<file path="config.mk">
export PLATFORM = sky130hd
export DESIGN_NAME = dmem_arbiter
export DESIGN_NICKNAME = d
export VERILOG_FILES = /design/src/rtl/dmem_arbiter.sv
export SDC_FILE = /design/constraint.sdc
export NUM_CORES = 1
export LEC_CHECK = 0
export CAP_MARGIN = 20
export CORE_AREA = 10 10 105 107
export DETAILED_ROUTE_END_ITERATION = 12
export DIE_AREA = 0 0 115 117
export PLACE_DENSITY = 0.76
export REMOVE_ABC_BUFFERS = 1
export SLEW_MARGIN = 20
export SYNTH_ARGS = -nofsm -noshare
export SYNTH_HDL_FRONTEND = slang
export SYNTH_SLANG_ARGS = --single-unit
</file>
<file path="constraint.sdc">
create_clock -name clk -period 3.2 [get_ports clk]
set_input_delay 0.8 -clock clk [delete_from_list [all_inputs] [get_ports clk]]
set_output_delay 0.8 -clock clk [all_outputs]
set_load 0.01 [all_outputs]
</file>
<file path="src/rtl/dmem_arbiter.sv">
// Two-port data-memory arbiter: core load/store path (port 0) vs debug/loader (port 1).
// Optional port-1 bus lock is built when DMEM_ARB_LOCK_EN is defined.
module dmem_arbiter #(
  parameter int DEPTH_WORDS = 1024,
  parameter int AW          = 10
) (
  input  logic          clk,
  input  logic          rst,
  input  logic          p0_req,
  input  logic          p0_we,
  input  logic [31:0]   p0_addr,
  input  logic [3:0]    p0_be,
  input  logic [31:0]   p0_wdata,
  output logic          p0_gnt,
  output logic          p0_rvalid,
  output logic [31:0]   p0_rdata,
  output logic          p0_err,
  input  logic          p1_req,
  input  logic          p1_we,
  input  logic [31:0]   p1_addr,
  input  logic [3:0]    p1_be,
  input  logic [31:0]   p1_wdata,
`ifdef DMEM_ARB_LOCK_EN
  input  logic          p1_lock,
`endif
  output logic          p1_gnt,
  output logic          p1_rvalid,
  output logic [31:0]   p1_rdata,
  output logic          p1_err,
  output logic          core_stall,
  output logic          mem_en,
  output logic          mem_we,
  output logic [3:0]    mem_be,
  output logic [AW-1:0] mem_addr,
  output logic [31:0]   mem_wdata,
  input  logic [31:0]   mem_rdata
);

  logic        prio;
  logic        prio_eff;
  logic        lock_hold;
  logic        any_gnt;
  logic        sel_we;
  logic [3:0]  sel_be;
  logic [31:0] sel_addr;
  logic [31:0] sel_wdata;
  logic [31:0] sel_word;
  logic        in_range;
  logic        vld_p1;
  logic        owner_p1;
  logic        err_p1;
  logic        load_p1;
  logic        rsp_live;
  logic [31:0] rsp_data;
  logic        unused_addr_lsb;

  assign unused_addr_lsb = ^{p0_addr[1:0], p1_addr[1:0]};

`ifdef DMEM_ARB_LOCK_EN
  typedef enum logic {IDLE, LOCKED} state_t;
  state_t state, state_nxt;

  always_ff @(posedge clk) begin
    if (rst) state <= IDLE;
    else     state <= state_nxt;
  end

  always_comb begin
    state_nxt = state;
    case (state)
      IDLE:    if (p1_gnt && p1_lock) state_nxt = LOCKED;
      LOCKED:  if (!p1_lock)          state_nxt = IDLE;
      default: state_nxt = IDLE;
    endcase
  end

  // The cycle the lock drops is arbitrated as IDLE with the core favoured.
  always_comb begin
    lock_hold = (state == LOCKED) && p1_lock;
    prio_eff  = (state == LOCKED) ? 1'b0 : prio;
  end
`else
  assign lock_hold = 1'b0;
  assign prio_eff  = prio;
`endif

  always_comb begin
    p0_gnt = 1'b0;
    p1_gnt = 1'b0;
    if (!rst) begin
      if (lock_hold) begin
        p1_gnt = p1_req;
      end else if (p0_req && p1_req) begin
        p0_gnt = ~prio_eff;
        p1_gnt = prio_eff;
      end else begin
        p0_gnt = p0_req;
        p1_gnt = p1_req;
      end
    end
  end

  assign any_gnt    = p0_gnt | p1_gnt;
  assign core_stall = p0_req & ~p0_gnt;

  always_ff @(posedge clk) begin
    if (rst)                       prio <= 1'b0;
    else if (any_gnt && !lock_hold) prio <= p0_gnt;
  end

  always_comb begin
    sel_we    = p1_gnt ? p1_we    : p0_we;
    sel_be    = p1_gnt ? p1_be    : p0_be;
    sel_addr  = p1_gnt ? p1_addr  : p0_addr;
    sel_wdata = p1_gnt ? p1_wdata : p0_wdata;
    sel_word  = {2'b00, sel_addr[31:2]};
    in_range  = sel_word < 32'(DEPTH_WORDS);
  end

  always_comb begin
    mem_en    = 1'b0;
    mem_we    = 1'b0;
    mem_be    = '0;
    mem_addr  = '0;
    mem_wdata = '0;
    if (any_gnt) begin
      mem_en    = in_range;
      mem_we    = sel_we;
      mem_be    = sel_be;
      mem_addr  = sel_addr[AW+1:2];
      mem_wdata = sel_wdata;
    end
  end

  // Stage p1: response owner/type captured at grant, answered next cycle.
  always_ff @(posedge clk) begin
    if (rst) begin
      vld_p1   <= 1'b0;
      owner_p1 <= 1'b0;
      err_p1   <= 1'b0;
      load_p1  <= 1'b0;
    end else begin
      vld_p1   <= any_gnt;
      owner_p1 <= p1_gnt;
      err_p1   <= ~in_range;
      load_p1  <= ~sel_we;
    end
  end

  // Gating with rst drops a response that falls due while reset is asserted.
  always_comb begin
    rsp_live  = vld_p1 & ~rst;
    rsp_data  = (rsp_live && load_p1 && !err_p1) ? mem_rdata : 32'h0;
    p0_rvalid = rsp_live & ~owner_p1;
    p1_rvalid = rsp_live &  owner_p1;
    p0_err    = rsp_live & ~owner_p1 & err_p1;
    p1_err    = rsp_live &  owner_p1 & err_p1;
    p0_rdata  = owner_p1 ? 32'h0 : rsp_data;
    p1_rdata  = owner_p1 ? rsp_data : 32'h0;
  end

endmodule

</file>
==> impl_metrics.py <==
metrics = {
    "run_status": {
        "status": "completed",
    },
    "die": {
        "fp.dieH_um": 117,
        "dieArea_um2": 13500,
        "die_width_um": 115,
        "core_um2": 9020,
        "initial_core_util_pct": 15.5,
        "rows": 35,
        "num_io_pins": 293,
    },
    "yosys": {
        "ys_types": 21,
        "synth_area_um2": 1400,
        "yosys_warnings": 0,
        "syn_inst": 266,
        "synth.avg_cell_area_um2": 5.26,
        "ys_ff_latch": 5,
        "yosysSeqAreaShare_pct": 7.15,
    },
    "detailed_routing": {
        "wl_met1_um": 4390,
        "met2_length_um": 6850,
        "vias_per_cell": 4.42,
        "first_pass_iters": 4,
        "wl_per_cell_um": 19.0,
        "vias": 2987,
        "drc": 0,
        "routed_wl_um": 12800,
        "drt_iter0_markers": 155,
        "routed.top_layer": "met4",
        "dr_wl_met3_um": 1480,
        "antenna_left": 0,
    },
    "power_and_ir_drop": {
        "p_leak_nw": 2.36,
        "ir_drop_mv": 0.0896,
        "power_density_nw_per_um2": 134,
        "total_power_mw": 0.634,
    },
    "cells_and_area": {
        "drive_above_1_share_pct": 19.8,
        "n_fill_cell": 870,
        "fin_nets": 740,
        "diodes": 0,
        "seqCellArea_um2": 100,
        "final_core_utilization_pct": 52.5,
        "area_growth_pct": 238,
        "multi_input_area_um2": 1290,
    },
    "job": {
        "maxCapViolCount": 0,
    },
    "sta": {
        "fin_tns_setup_ns": 0,
        "fin_crit_ns": 3.16,
        "setup_viol": 0,
        "tightest_slew_ns": 0.276,
        "final.period_utilization_pct": 98.7,
        "max-slew-margin-rel_pct": 81.4,
        "max_freq_ghz": 0.317,
        "slew_viol_final": 0,
        "finalHoldViolations": 0,
        "finalClockSkew_ns": 0.00130,
    },
    "clocking": {
        "cts_hold_buf": 0,
        "clk_path_buf_depth": 2,
        "cts-root-buf": "clkbuf_8",
        "cts.sinks": 5,
        "cts_tree": "built",
        "insertion_delay_ns": 0.22,
        "path_clk_slew_ns": 0.03,
        "cts_buffers": 3,
        "htreeDepth": 1,
    },
    "place": {
        "hpwl_um": 10500,
        "finalWeightedCongestion": 0.818,
        "io_buffer_count": 288,
    },
    "setup_path": {
        "start_kind": "input pin",
        "crit_required_ns": 2.40,
        "crit_type": "in2out",
        "cp_max_fo": 2,
        "cp.arrival_ns": 2.36,
        "crit_path_end_kind": "output port",
    },
    "global_route": {
        "grt_pass1_vias": 3271,
        "antenna_found_initial": 0,
        "grt_max_degree": 44,
        "grt_pass1_wl_um": 17900,
        "grt_use_total_pct": 16.7,
        "grt_overflow": 0,
    },
    "hold_path": {
        "hold_class": "reg2reg",
    },
}
## state kept, by name, summed over array words and instances (netlist names)
name / flops
owner_p1: 1
load_p1: 1
prio: 1
err_p1: 1
vld_p1: 1
## per-stage QoR
step	cells	setup slack, ns	instance area [um^2]	hold slack [ns]
finish	676	0.0420	4740	0.504
detailed placement	662	-0.642	4540	0.482
global placement	662	-0.621	4540	0.475
floorplan	245	-0.823	1320	0.452
global route	676	-0.0405	4740	0.537
CTS	674	-0.0851	4660	0.509
## report_power, final
group          internal, mW  switching [mW]
Combinational         0.288           0.162
Sequential           0.0667         0.00235
Clock                0.0853          0.0292
Total                 0.441           0.194
## area by class of cell
cell class | count | share of cell area [%]
clock buffer | 4 | 0.951
inverter | 4 | 0.317
multi-input combinational | 236 | 27.2
sequential | 5 | 2.11
tap | 111 | 2.93
timing repair buffer | 316 | 66.5
## metal layers
layer	vias up	GRT usage [%]
met5	-	0
met4	0	2.31
met3	10	7.03
met2	190	33.3
met1	1327	15.7
li1	1460	-
## worst max-delay path, cell delays in order
cell	delay [ns]
clkdlybuf4s50_1	0.46
nor4_2	0.18
nand2_1	0.08
or4_4	0.52
a21oi_2	0.15
buf_2	0.15
## layout by cell type (no fill, tap or decap), types with 2 or more instances in the layout
cell type,instances
clkdlybuf4s50_1,150
nand2_1,95
and2_1,66
a21oi_1,44
dlygate4sd2_1,34
buf_2,34
clkdlybuf4s15_2,25
dlymetal6s2s_1,21
clkdlybuf4s15_1,20
buf_4,13
buf_12,7
nor4_2,5
dfxtp_1,5
a21oi_2,4
buf_16,4
clkbuf_2,4
inv_1,3
nor4_1,3
clkbuf_8,3
nand2b_1,2
and3b_1,2
and3b_2,2
nor2_1,2
or4_1,2
or4_4,2
buf_6,2
## cells by family (layout without fill, tap and decap cells)
family	after synthesis	in the layout	synth area share, %
flip-flops	5	5	7.15
buffers and inverters	25	324	6.97
AND/OR/NAND/NOR	185	185	66.9
AO/OA/AOI/OAI	50	50	18.2
multiplexers	1	1	0.715
## what timing repair did
item,4_1_cts,5_1_grt
buffers inserted,3,2
resized for setup,314,34
pin swaps,6,14
endpoints found under the setup margin,116,9
gates cloned,5,0
## worst paths after layout
path | startpoint | end | slack (ns) | cells after the start
worst max-delay path | p1_addr[21] | mem_en | 0.04 | 6
worst min-delay path | prio | prio | 0.50 | 2
worst max register to register | prio | err_p1 | 1.20 | 8
worst min register to register | prio | prio | 0.50 | 2
## Yosys cell counts
master	count	share of area [%]
and2_1	66	29
buf_1	4	1.1
nand3b_1	1	0.54
o21bai_1	1	0.54
nor3b_1	1	0.54
inv_2	1	0.27
and3b_1	4	2.5
a211oi_1	1	0.54
clkbuf_1	14	3.8
nor4_1	8	3.6
inv_1	3	0.80
buf_2	3	1.1
nand2b_1	2	0.89
nor2b_1	1	0.45
nand2_4	1	0.80
nor2_1	2	0.54
dfxtp_1	5	7.1
a21oi_1	48	17
mux2i_1	1	0.71
nand2_1	95	25
or4_1	4	2.1
No activity file was read; power rests on OpenSTA's default activity.
